$ cat src/rtl/ex_muldiv_unit.sv
`default_nettype none
// ============================================================================
// Module      : ex_muldiv_unit
// Description : Multi-cycle multiply/divide engine next to the EX stage.
//               Computes {HI,LO} for MULT/MULTU/DIV/DIVU (and MADD/MADDU/
//               MSUB/MSUBU). Shift-add multiply and restoring divide, UNROLL
//               bits per iteration, N = WIDTH/UNROLL iterations.
//               Optional build macro: MULDIV_ACC_EN enables accumulation of
//               ops 4-7 into {hi_i,lo_i}; without it ops 4/6 behave as MULT
//               and ops 5/7 as MULTU.
// Ports       : clk, rst (async, active-low)
//               start_i, op_i[2:0], opa_i, opb_i, hi_i, lo_i, cancel_i
//               busy_o, stall_req_o, done_o, hi_o, lo_o, div_zero_o
// Revision    : 1.0 - initial release
// ============================================================================
module ex_muldiv_unit #(
  parameter int WIDTH  = 32,
  parameter int UNROLL = 1
) (
  input  logic             clk,
  input  logic             rst,
  input  logic             start_i,
  input  logic [2:0]       op_i,
  input  logic [WIDTH-1:0] opa_i,
  input  logic [WIDTH-1:0] opb_i,
  input  logic [WIDTH-1:0] hi_i,
  input  logic [WIDTH-1:0] lo_i,
  input  logic             cancel_i,
  output logic             busy_o,
  output logic             stall_req_o,
  output logic             done_o,
  output logic [WIDTH-1:0] hi_o,
  output logic [WIDTH-1:0] lo_o,
  output logic             div_zero_o
);

  localparam int N  = WIDTH / UNROLL;
  localparam int CW = (N > 1) ? $clog2(N) : 1;
  localparam logic [CW-1:0] C_CNT_INIT = CW'(N - 1);

  localparam logic [1:0] S_IDLE = 2'd0;
  localparam logic [1:0] S_CALC = 2'd1;
  localparam logic [1:0] S_FIX  = 2'd2;
  localparam logic [1:0] S_DONE = 2'd3;

  logic [1:0]         r_state, w_state_nxt;
  logic [CW-1:0]      r_cnt;
  logic [2*WIDTH-1:0] r_p;        // multiply: {hi,lo}; divide: {rem,quo}
  logic [WIDTH-1:0]   r_m;        // multiplicand or divisor magnitude
  logic               r_is_div, r_dz, r_neg_q, r_neg_r;
  logic [WIDTH-1:0]   r_hi, r_lo;
  logic               r_dzo;

  logic               w_idle, w_accept, w_op_div, w_op_sgn, w_dz;
  logic [WIDTH-1:0]   w_a_abs, w_b_abs;
  logic [2*WIDTH-1:0] w_step, w_prod, w_res;
  logic [WIDTH:0]     w_upper, w_rem_sh, w_diff;
  logic [WIDTH-1:0]   w_quo, w_rem;

`ifdef MULDIV_ACC_EN
  logic               r_acc_en, r_acc_sub;
  logic [WIDTH-1:0]   r_acc_hi, r_acc_lo;
`else
  logic               w_unused_acc;
  assign w_unused_acc = ^{hi_i, lo_i};
`endif

  assign w_idle   = (r_state == S_IDLE);
  assign w_accept = start_i & w_idle & ~cancel_i;
  assign w_op_div = (op_i[2:1] == 2'b01);
  assign w_op_sgn = ~op_i[0];     // even opcodes are the signed variants
  assign w_dz     = w_op_div & (opb_i == '0);
  assign w_a_abs  = (w_op_sgn & opa_i[WIDTH-1]) ? (~opa_i + 1'b1) : opa_i;
  assign w_b_abs  = (w_op_sgn & opb_i[WIDTH-1]) ? (~opb_i + 1'b1) : opb_i;

  // State register
  always_ff @(posedge clk or negedge rst) begin
    if (!rst) r_state <= S_IDLE;
    else      r_state <= w_state_nxt;
  end

  // Next-state logic
  always_comb begin
    w_state_nxt = r_state;
    case (r_state)
      S_IDLE: if (w_accept) w_state_nxt = w_dz ? S_FIX : S_CALC;
      S_CALC: begin
        if (cancel_i)            w_state_nxt = S_IDLE;
        else if (r_cnt == '0)    w_state_nxt = S_FIX;
      end
      S_FIX:  w_state_nxt = cancel_i ? S_IDLE : S_DONE;
      S_DONE: w_state_nxt = S_IDLE;
      default: w_state_nxt = S_IDLE;
    endcase
  end

  // Output decode
  always_comb begin
    busy_o = (r_state != S_IDLE);
    done_o = (r_state == S_DONE);
  end

  assign stall_req_o = (start_i & w_idle & ~cancel_i) | (busy_o & ~done_o);
  assign hi_o        = r_hi;
  assign lo_o        = r_lo;
  assign div_zero_o  = r_dzo;

  // One CALC cycle: UNROLL shift-add or restoring-divide steps
  always_comb begin
    w_step   = r_p;
    w_upper  = '0;
    w_rem_sh = '0;
    w_diff   = '0;
    for (int u = 0; u < UNROLL; u++) begin
      if (r_is_div) begin
        w_rem_sh = {w_step[2*WIDTH-1:WIDTH], w_step[WIDTH-1]};
        w_diff   = w_rem_sh - {1'b0, r_m};
        // Borrow out of the trial subtraction means the divisor did not fit
        if (!w_diff[WIDTH]) w_step = {w_diff[WIDTH-1:0], w_step[WIDTH-2:0], 1'b1};
        else                w_step = {w_rem_sh[WIDTH-1:0], w_step[WIDTH-2:0], 1'b0};
      end else begin
        w_upper = {1'b0, w_step[2*WIDTH-1:WIDTH]} + (w_step[0] ? {1'b0, r_m} : '0);
        w_step  = {w_upper, w_step[WIDTH-1:1]};
      end
    end
  end

  // Sign fix-up and optional accumulate
  always_comb begin
    w_prod = r_neg_q ? (~r_p + 1'b1) : r_p;
    w_quo  = r_neg_q ? (~r_p[WIDTH-1:0] + 1'b1) : r_p[WIDTH-1:0];
    w_rem  = r_neg_r ? (~r_p[2*WIDTH-1:WIDTH] + 1'b1) : r_p[2*WIDTH-1:WIDTH];
    if (r_dz)          w_res = r_p;   // preloaded {dividend, all ones}
    else if (r_is_div) w_res = {w_rem, w_quo};
    else begin
      w_res = w_prod;
`ifdef MULDIV_ACC_EN
      if (r_acc_en)
        w_res = r_acc_sub ? ({r_acc_hi, r_acc_lo} - w_prod) : ({r_acc_hi, r_acc_lo} + w_prod);
`endif
    end
  end

  // Datapath registers
  always_ff @(posedge clk or negedge rst) begin
    if (!rst) begin
      r_cnt    <= '0;
      r_p      <= '0;
      r_m      <= '0;
      r_is_div <= 1'b0;
      r_dz     <= 1'b0;
      r_neg_q  <= 1'b0;
      r_neg_r  <= 1'b0;
      r_hi     <= '0;
      r_lo     <= '0;
      r_dzo    <= 1'b0;
`ifdef MULDIV_ACC_EN
      r_acc_en  <= 1'b0;
      r_acc_sub <= 1'b0;
      r_acc_hi  <= '0;
      r_acc_lo  <= '0;
`endif
    end else begin
      if (w_accept) begin
        r_is_div <= w_op_div;
        r_dz     <= w_dz;
        r_cnt    <= C_CNT_INIT;
        r_neg_q  <= w_op_sgn & (opa_i[WIDTH-1] ^ opb_i[WIDTH-1]);
        r_neg_r  <= w_op_sgn & opa_i[WIDTH-1];
        r_m      <= w_op_div ? w_b_abs : w_a_abs;
        if (w_dz)          r_p <= {opa_i, {WIDTH{1'b1}}};
        else if (w_op_div) r_p <= {{WIDTH{1'b0}}, w_a_abs};
        else               r_p <= {{WIDTH{1'b0}}, w_b_abs};
`ifdef MULDIV_ACC_EN
        r_acc_en  <= op_i[2];
        r_acc_sub <= op_i[1];
        r_acc_hi  <= hi_i;
        r_acc_lo  <= lo_i;
`endif
      end else if (r_state == S_CALC) begin
        r_p   <= w_step;
        r_cnt <= r_cnt - CW'(1);
      end
      // Results become visible exactly when the FSM enters DONE
      if ((r_state == S_FIX) && !cancel_i) begin
        r_hi  <= w_res[2*WIDTH-1:WIDTH];
        r_lo  <= w_res[WIDTH-1:0];
        r_dzo <= r_dz;
      end
    end
  end

endmodule
`default_nettype wire
$ cat config.mk
export PLATFORM = sky130hd
export DESIGN_NAME = ex_muldiv_unit
export DESIGN_NICKNAME = d
export VERILOG_FILES = /design/src/rtl/ex_muldiv_unit.sv
export SDC_FILE = /design/constraint.sdc
export NUM_CORES = 1
export LEC_CHECK = 0
export CAP_MARGIN = 10
export CORE_MARGIN = 2
export CORE_UTILIZATION = 37
export DETAILED_ROUTE_END_ITERATION = 8
export DONT_BUFFER_PORTS = 1
export PLACE_DENSITY_LB_ADDON = 0.08
export SKIP_CTS_REPAIR_TIMING = 1
export SYNTH_ARGS = -nofsm -noshare
export SYNTH_HDL_FRONTEND = slang
export SYNTH_SLANG_ARGS = --single-unit
$ cat constraint.sdc
create_clock -name clk -period 6.6 [get_ports clk]
set_input_delay 0.99 -clock clk [delete_from_list [all_inputs] [get_ports clk]]
set_output_delay 0.99 -clock clk [all_outputs]
set_load 0.005 [all_outputs]
# --- After elaboration in Yosys (flattened, before gate mapping) ---
# Index checks and enable logic that the tools add are counted.
totals:
  reg_bits: 172
  word_cells: 73
classes:
  addsub: 8
  mux: 23
  eq_ne: 6
  bitwise_logic: 17
  reduce_logical: 8
ops:
  columns: ["cell", "count"]
  rows:
  - ["$mux 64", 8]
  - ["$mux 32", 7]
  - ["$add 32x1->32 const B", 4]
  - ["$not 32->32", 4]
  - ["$add 64x1->64 const B", 1]
  - ["$not 64->64", 1]
  - ["$add 32x32->33", 1]
  - ["$sub 33x32->33", 1]
  - ["$logic_not 32->1", 1]
  - ["$mux 2", 5]
  - ["$mux 5", 2]
  - ["$pmux 2 s4", 1]
  - ["$and 1x1->1", 7]
  - ["$logic_not 5->1", 1]
  - ["$sub 5x1->5 const B", 1]
  - ["$eq 2x1->1 const B", 2]
  - ["$eq 2x2->1 const B", 2]
  - ["$reduce_bool 2->1", 2]
  - ["$ne 3x3->1 const B", 1]
  - ["$not 1->1", 3]
  - ["$logic_not 2->1", 1]
  - ["$ne 2x1->1 const B", 1]
  - ["$reduce_and 2->1", 1]
  - ["$logic_and 1x1->1", 1]
  - ["3 further kinds", 3]

# --- Depth between registers and ports, before layout ---
# Gate-level depths: netlist (run 1).
logic_depth:
  word_depth: 6
  depth_mapped: 15

# --- Worst setup path after synthesis (run 1) ---
# OpenSTA, ideal clock, no wires.
synth_timing:
  kind: "input to register"
  from: "input port opa_i[11]"
  to: "register r_m[21]"
  n_path_buf: 0
  path_slack_ns: 3.472
  cell_stages: 9
  t_arrival_ns: 3.004
  setup_time_ns: 0.125
  path_cell_list: "or4_1 nor4_1 nand2b_1 or2_1 nor3_2 nor2_1 xnor2_1 mux2i_1 mux2_2"
synth_between:
  elab_chain_len: 4
synth_rtl:
  columns: ["item", "line", "source"]
  rows:
  - ["from (decl)", "24", "input logic [WIDTH-1:0] opa_i,"]
  - ["$not 32->32", "73", "assign w_a_abs = (w_op_sgn & opa_i[WIDTH-1]) ? (~opa_i + 1'b1) : opa_i;"]
  - ["$add 32x1->32", "73", null]
  - ["$mux 32", "73", null]
  - ["$mux 32", "170", "r_m <= w_op_div ? w_b_abs : w_a_abs;"]
  - ["to (signal assigned)", "170", null]
  - ["to (decl)", "49", "logic [WIDTH-1:0] r_m;"]
# No other way between the ends.
# A chain may end at the register's enable or synchronous reset.

# --- Worst setup path after layout (run 1) ---
layout_timing:
  from: "register r_p[0]"
  to: "register r_p[59]"
layout_between:
  elab_chain_len: 5
layout_rtl:
  columns: ["item", "line", "source"]
  rows:
  - ["from (decl)", "48", "logic [2*WIDTH-1:0] r_p;"]
  - ["from (signal assigned)", "171", "if (w_dz) r_p <= {opa_i, {WIDTH{1'b1}}};"]
  - ["from (signal assigned)", "172", "else if (w_op_div) r_p <= {{WIDTH{1'b0}}, w_a_abs};"]
  - ["from (signal assigned)", "173", "else r_p <= {{WIDTH{1'b0}}, w_b_abs};"]
  - ["$mux 32", "122", "w_upper = {1'b0, w_step[2*WIDTH-1:WIDTH]} + (w_step[0] ? {1'b0, r_m} : '0);"]
  - ["$add 32x32->33", "122", null]
  - ["$mux 64", "115", "if (r_is_div) begin"]
  - ["$mux 64", "180", "end else if (r_state == S_CALC) begin"]
  - ["$mux 64", "164", "if (w_accept) begin"]
# No other way between the ends. The select of a mux whose other input is x is not followed.

==> results.py, run 1 <==
metrics = {
    "status": {
        "status": "finished, final reports clean",
    },
    "layout": {
        "mostFrequentLayoutCell": "nand2_1",
        "seqCellArea_um2": 4310,
        "fillers": 4375,
        "syn2layout_area_growth_pct": 6.15,
        "drive_gt1_share_pct": 5.31,
        "nets": 2139,
        "multi_input_area_um2": 10300,
        "final_cell_mix": "nand2_1 (239), o21ai_0 (208), a21oi_1 (191)",
        "final_area_um2": 16300,
    },
    "synth": {
        "ys.flop_type": "dfrtp_1",
        "synthDistinctLibCells": 85,
        "synth_edf_count": 0,
        "avgSynthCellArea_um2": 7.62,
        "syn-num-nets": 2225,
        "seq_area_frac_synth_pct": 28.0,
        "ys_ff_latch": 172,
        "syn_inst": 2013,
        "ys_warn_count": 0,
        "async_reset_ff_share_pct": 100,
        "syn_area_um2": 15300,
    },
    "routing": {
        "drt_iter0_markers": 1300,
        "drt_first_pass_iters": 5,
        "wl_per_cell_um": 23.6,
        "drcViolationCount": 0,
        "viasPerCell": 5.95,
        "vias": 14700,
        "routed_wl_um": 58400,
        "ant_nets": 0,
    },
    "clock_network": {
        "clock_path_buffers": 2,
        "cts.sinks": 172,
        "root_buffer": "clkbuf_16",
        "clk_pin_slew_ps": 70,
        "cts_buffers": 17,
        "tritoncts": "yes",
        "h-tree-depth": 4,
        "clk_latency_ps": 480,
    },
    "floorplanning": {
        "die_h_um": 208,
        "core-area_um2": 40900,
        "row_count": 74,
        "initial_utilization_pct": 37.5,
        "dieArea_um2": 43100,
        "die_w_um": 208,
        "pin_count": 203,
    },
    "timing": {
        "slew_violations": 0,
        "hold_viol_final": 0,
        "rsz0062_at_grt": "false",
        "fmax_ghz": 0.238,
        "tightest_slew_ps": 1200,
        "slew_headroom_pct": 19.0,
        "holdWs_ps": 205,
        "fin_skew_ps": 12.6,
        "setup_viol": 0,
        "fin_setup_tns_ps": 0,
        "worst_slack_ps": 2400,
        "fin_crit_sh_pct": 63.6,
        "period_minus_slack_ps": 4200,
    },
    "global_route": {
        "grt_pass1_vias": 13700,
        "track_usage_pct": 26.8,
        "grt_max_degree": 173,
        "gr-total-overflow": 0,
        "grt_pass1_wl_um": 88200,
        "antenna_found_initial": 0,
    },
    "pwr": {
        "p_leak_nw": 6.75,
        "power_density_nw_per_um2": 618,
        "total_power_mw": 10.1,
        "ir_worst_vdd_mv": 0.293,
    },
    "critical_path": {
        "crit_slowest_cell": "a211oi_1",
        "critical-path-max-stage-delay_ps": 540,
        "path_cells": "clkinv_1, buf_4, nor2_1, ha_1, nand2_1, o21ai_0, a21oi_1, a21oi_1, a21oi_1, a211oi_1, nor2_1, a31oi_1, o21ai_0, o32a_1",
        "crit_path_max_fanout": 31,
        "worstSetupStartpointType": "flop",
        "arrival_ps": 4570,
        "cp.required_ps": 6970,
        "cpMostUsedCell": "a21oi_1",
        "path_class": "flop to flop",
        "endpoint_kind": "flop",
    },
    "placed_design": {
        "globalplace.congestion": 0.907,
        "dpl_cell_area_um2": 15700,
        "port_buffers": 0,
        "place_ws_ps": 2380,
        "dp_hpwl_um": 44100,
    },
    "job": {
        "drv_cap": 0,
    },
    "min_path": {
        "min-delay-path-class": "primary input to async pin",
    },
}
==> final cells by class <==
cell class	instances	area share [%]
well taps	532	4.09
diodes	1	0.0154
repair buffers	19	0.876
inverters	74	1.70
clock buffers	18	2.70
flip-flops and latches	172	26.4
multi-input cells	1643	63.3
clock inverters	14	0.929
==> metal layers <==
metal	track usage, %	wire [um]
met5	0	0
met3	5.96	3890
met1	36.7	26500
met2	41.2	26000
met4	10.2	1920
==> state kept, by name, summed over array words and instances (netlist names) <==
name,flops
r_cnt,5
r_is_div,1
div_zero_o,1
r_neg_q,1
r_state,2
r_m,32
lo_o,32
r_neg_r,1
hi_o,32
r_dz,1
r_p,64
==> cells in the mapped netlist (9+ instances only) <==
| master | instances | area, um^2 |
|---|---|---|
| nor2b_1 | 10 | 62.6 |
| nand2_1 | 240 | 901 |
| or3_1 | 18 | 113 |
| nor4_1 | 18 | 113 |
| buf_1 | 15 | 56.3 |
| a31oi_1 | 35 | 219 |
| a211oi_1 | 17 | 128 |
| clkbuf_1 | 95 | 357 |
| a22oi_1 | 20 | 150 |
| o21ai_0 | 209 | 1050 |
| a21oi_1 | 191 | 956 |
| and2_1 | 10 | 62.6 |
| o31ai_1 | 21 | 158 |
| buf_2 | 9 | 45.0 |
| mux2_2 | 10 | 113 |
| nor2_1 | 192 | 721 |
| nor3_1 | 47 | 235 |
| a221oi_1 | 10 | 87.6 |
| dfrtp_1 | 172 | 4300 |
| mux2i_1 | 44 | 440 |
| o21ai_1 | 17 | 85.1 |
| nand3_1 | 29 | 145 |
| xor2_1 | 65 | 569 |
| inv_1 | 72 | 270 |
| or4_1 | 10 | 75.1 |
| a21o_1 | 31 | 233 |
| ha_1 | 75 | 938 |
| o211ai_1 | 36 | 270 |
| o21a_1 | 9 | 67.6 |
| nand4_1 | 13 | 81.3 |
| o21bai_1 | 11 | 82.6 |
| and3_1 | 20 | 125 |
| nand2b_1 | 20 | 125 |
| xnor2_1 | 108 | 946 |
==> cell families after synthesis <==
family	count (synthesis)	synth area share [%]
AO/OA/AOI/OAI	665	26.1
XOR/XNOR	173	9.87
flip-flops	172	28.0
buffers and inverters	198	5.04
multiplexers	55	3.68
adder cells (fa/ha/maj)	77	6.37
AND/OR/NAND/NOR	673	20.9
==> metrics by stage <==
step | instances | utilization [%]
floorplan | 2013 | -
global placement | 2440 | 38.4
detailed placement | 2440 | 38.4
CTS | 2472 | 39.8
global route | 2472 | 39.8
finish | 2473 | 39.8
==> worst max-delay path, delay by kind of cell, from the launching register on <==
kind,cells,cell delay [ps]
compound gates,8,2260
buf+inv,2,530
flops,1,460
fa+ha+maj,1,420
simple gates,3,380
==> worst paths after layout <==
| kind | start | endpoint | slack (ps) | depth (start not counted) |
|---|---|---|---|---|
| min in group clk | lo_o[31]$_DFFE_PN0P_ | lo_o[31]$_DFFE_PN0P_ | 500 | 2 |
| setup / recovery | r_p[0]$_DFFE_PN0P_ | r_p[59]$_DFFE_PN0P_ | 2400 | 14 |
| hold reg to reg | lo_o[31]$_DFFE_PN0P_ | lo_o[31]$_DFFE_PN0P_ | 500 | 2 |
| max in group asynchronous | rst | r_is_div$_DFFE_PN0P_ | 6080 | 0 |
| hold / removal | rst | hi_o[15]$_DFFE_PN0P_ | 210 | 0 |
| setup reg to reg | r_p[0]$_DFFE_PN0P_ | r_p[59]$_DFFE_PN0P_ | 2400 | 14 |
==> power by group <==
part / leakage (nW) / internal (mW) / total (mW) / switching [mW]
sequential: 2.09 / 1.55 / 2.36 / 0.808
clock: 0.277 / 0.542 / 1.05 / 0.511
combinational: 4.39 / 2.65 / 6.66 / 4.01
Power figures use the tool's default switching activity.
==> run 2: changes to the inputs <==
==> constraint.sdc (replaced) <==
create_clock -name clk -period 3.6 [get_ports clk]
set_input_delay 0.54 -clock clk [delete_from_list [all_inputs] [get_ports clk]]
set_output_delay 0.54 -clock clk [all_outputs]
set_load 0.005 [all_outputs]
==> run 2 against run 1 <==
  * The run now ends with hold timing left
  * Final cell count increased by 4.0%
  * Global-route usage increased by 1.2 points
  * Clock skew increased by 6.4 ps
  * Power increased by 94%
  * Worst hold slack got worse by 470 ps
  * Count of clock-buffer cells in the layout decreased by 1
  * Die area unchanged
  * Wire length increased by 4.1%
  * Critical path depth increased by 1
  * Critical endpoint unchanged
  * Largest power group unchanged
==> results.py, run 2 (synthesis gave the netlist of run 1 again) <==
metrics = {
    "timing": {
        "fmax_ghz": 0.287,
        "period_minus_slack_ps": 3480,
        "tightest_slew_ps": 1310,
        "fin_skew_ps": 19.0,
        "fin_crit_sh_pct": 96.7,
        "worst_slack_ps": 120,
        "holdWs_ps": -262,
        "setup_viol": 0,
        "slew_violations": 0,
        "fin_setup_tns_ps": 0,
        "hold_viol_final": 172,
        "slew_headroom_pct": 11.9,
    },
    "critical_path": {
        "critical-path-max-stage-delay_ps": 410,
        "reg2reg_setup_slack_ps": 120,
        "cpMostUsedCell": "buf_4",
        "endpoint_kind": "flop",
        "crit_path_max_fanout": 4,
        "crit_slowest_cell": "fa_1",
        "cp.required_ps": 3990,
        "path_cells": "buf_4, and2_1, ha_1, fa_1, a21o_1, a31o_2, nand3b_1, a21oi_2, a21oi_1, a211oi_2, buf_4, nor3b_1, a31oi_1, o21ai_0, o32a_1",
        "r2r_cells": 15,
        "timing.rr.end": "r_p[59]$_DFFE_PN0P_",
        "path_class": "flop to flop",
        "path_buf_inv": 2,
        "arrival_ps": 3870,
        "r2r-start": "r_p[0]$_DFFE_PN0P_",
        "worstSetupStartpointType": "flop",
        "crit_family": "compound AO/OA/AOI/OAI gates",
    },
    "layout": {
        "largest_reg_flops": 64,
        "mostFrequentLayoutCell": "nand2_1",
        "final_util_pct": 41.8,
        "antennaDiodeCount": 0,
        "syn2layout_area_growth_pct": 11.4,
        "top_register": "r_p",
        "nets": 2240,
        "drive_gt1_share_pct": 10.2,
        "final_area_um2": 17100,
        "final_cells": 2572,
        "final_cell_mix": "nand2_1 (239), o21ai_0 (205), nor2_1 (190)",
    },
    "min_path": {
        "min-delay-path-class": "primary input to async pin",
    },
    "routing": {
        "drt_iter0_markers": 1223,
        "drt_first_pass_iters": 5,
        "routed_wl_um": 60800,
        "wl_per_cell_um": 23.6,
        "ant_nets": 0,
        "drcViolationCount": 0,
        "vias": 15100,
        "viasPerCell": 5.86,
    },
    "placed_design": {
        "dp.cells": 2541,
        "globalplace.congestion": 0.949,
        "port_buffers": 0,
        "place_ws_ps": 116,
        "dp_hpwl_um": 47600,
        "dpl_cell_area_um2": 16500,
    },
    "floorplanning": {
        "dieArea_um2": 43100,
        "row_count": 74,
        "initial_utilization_pct": 37.5,
        "die_w_um": 208,
        "core-area_um2": 40900,
        "pin_count": 203,
        "die_h_um": 208,
    },
    "job": {
        "drv_cap": 0,
    },
    "global_route": {
        "grt_max_degree": 173,
        "grt_pass1_vias": 14600,
        "track_usage_pct": 28.0,
        "grt_pass1_wl_um": 92000,
        "antenna_found_initial": 1,
        "gr-total-overflow": 0,
    },
    "clock_network": {
        "clk_pin_slew_ps": 80,
        "cts.sinks": 172,
        "h-tree-depth": 4,
        "root_buffer": "clkbuf_16",
        "tritoncts": "yes",
        "clock_path_buffers": 2,
        "cts_buffers": 17,
        "clk_latency_ps": 500,
    },
    "pwr": {
        "total_power_mw": 19.6,
        "p_leak_nw": 7.25,
        "p_clk_share_pct": 9.7,
        "p_int_mw": 9.40,
        "power_density_nw_per_um2": 1140,
        "p_seq_share_pct": 19.3,
        "combinationalPowerShare_pct": 71.0,
        "ir_worst_vdd_mv": 0.542,
        "swShare_pct": 52.0,
        "power_switching_mw": 10.2,
    },
    "status": {
        "violations": "hold timing",
        "status": "finished with violations",
    },
}
-- run 2: cell count changes in the layout (fill, tap and decap cells not counted), moves of 3 or more --
| cell | delta |
|---|---|
| buf_4 | +97 |
| o21ai_1 | +3 |
| buf_12 | +4 |
| o21ai_0 | -3 |
-- run 2: worst reg2reg max path, cell delays in order, from the launching register on --
cell and delay, ps:
dfrtp_1 380, buf_4 150, and2_1 130, ha_1 220, fa_1 410, a21o_1 220, a31o_2 260, nand3b_1 150
a21oi_2 110, a21oi_1 250, a211oi_2 140, buf_4 160, nor3b_1 130, a31oi_1 160, o21ai_0 170, o32a_1 330
-- run 2: final cells by class --
type | count | area, um^2
clock buffers | 17 | 425
clock inverters | 14 | 151
multi-input cells | 1643 | 10300
fillers | 4312 | 23800
inverters | 74 | 278
well taps | 532 | 666
flip-flops and latches | 172 | 4310
repair buffers | 120 | 951
-- run 2: layer usage --
layer  routed length, um  vias up  GRT usage (%)
met4                2020        0           11.0
met3                4010       84           6.17
li1                    -     7241              -
met2               27500      481           44.1
met5                   0        -              0
met1               27200     7273           37.4
-- run 2: worst max-delay path by stage --
stage	startpoint	to	slack [ps]	depth (start not counted)
after floorplan	r_p[0]$_DFFE_PN0P_	r_p[63]$_DFFE_PN0P_	520	14
after global placement	r_p[0]$_DFFE_PN0P_	r_p[63]$_DFFE_PN0P_	70	14
after detailed placement	r_p[0]$_DFFE_PN0P_	r_p[63]$_DFFE_PN0P_	120	14
after CTS	r_p[0]$_DFFE_PN0P_	r_p[63]$_DFFE_PN0P_	70	14
after global routing	r_p[0]$_DFFE_PN0P_	r_p[59]$_DFFE_PN0P_	-20	15
final	r_p[0]$_DFFE_PN0P_	r_p[59]$_DFFE_PN0P_	120	15
-- run 2: power by group through the flow --
stage	Clock [mW]	Sequential (mW)	Combinational [mW]
2_1_floorplan	0	3.55	9.50
3_3_place_gp	0	3.80	13.6
3_5_place_dp	0	3.82	13.7
4_1_cts	1.95	3.78	13.8
5_1_grt	2.00	3.89	15.3
6_report	1.90	3.78	13.9
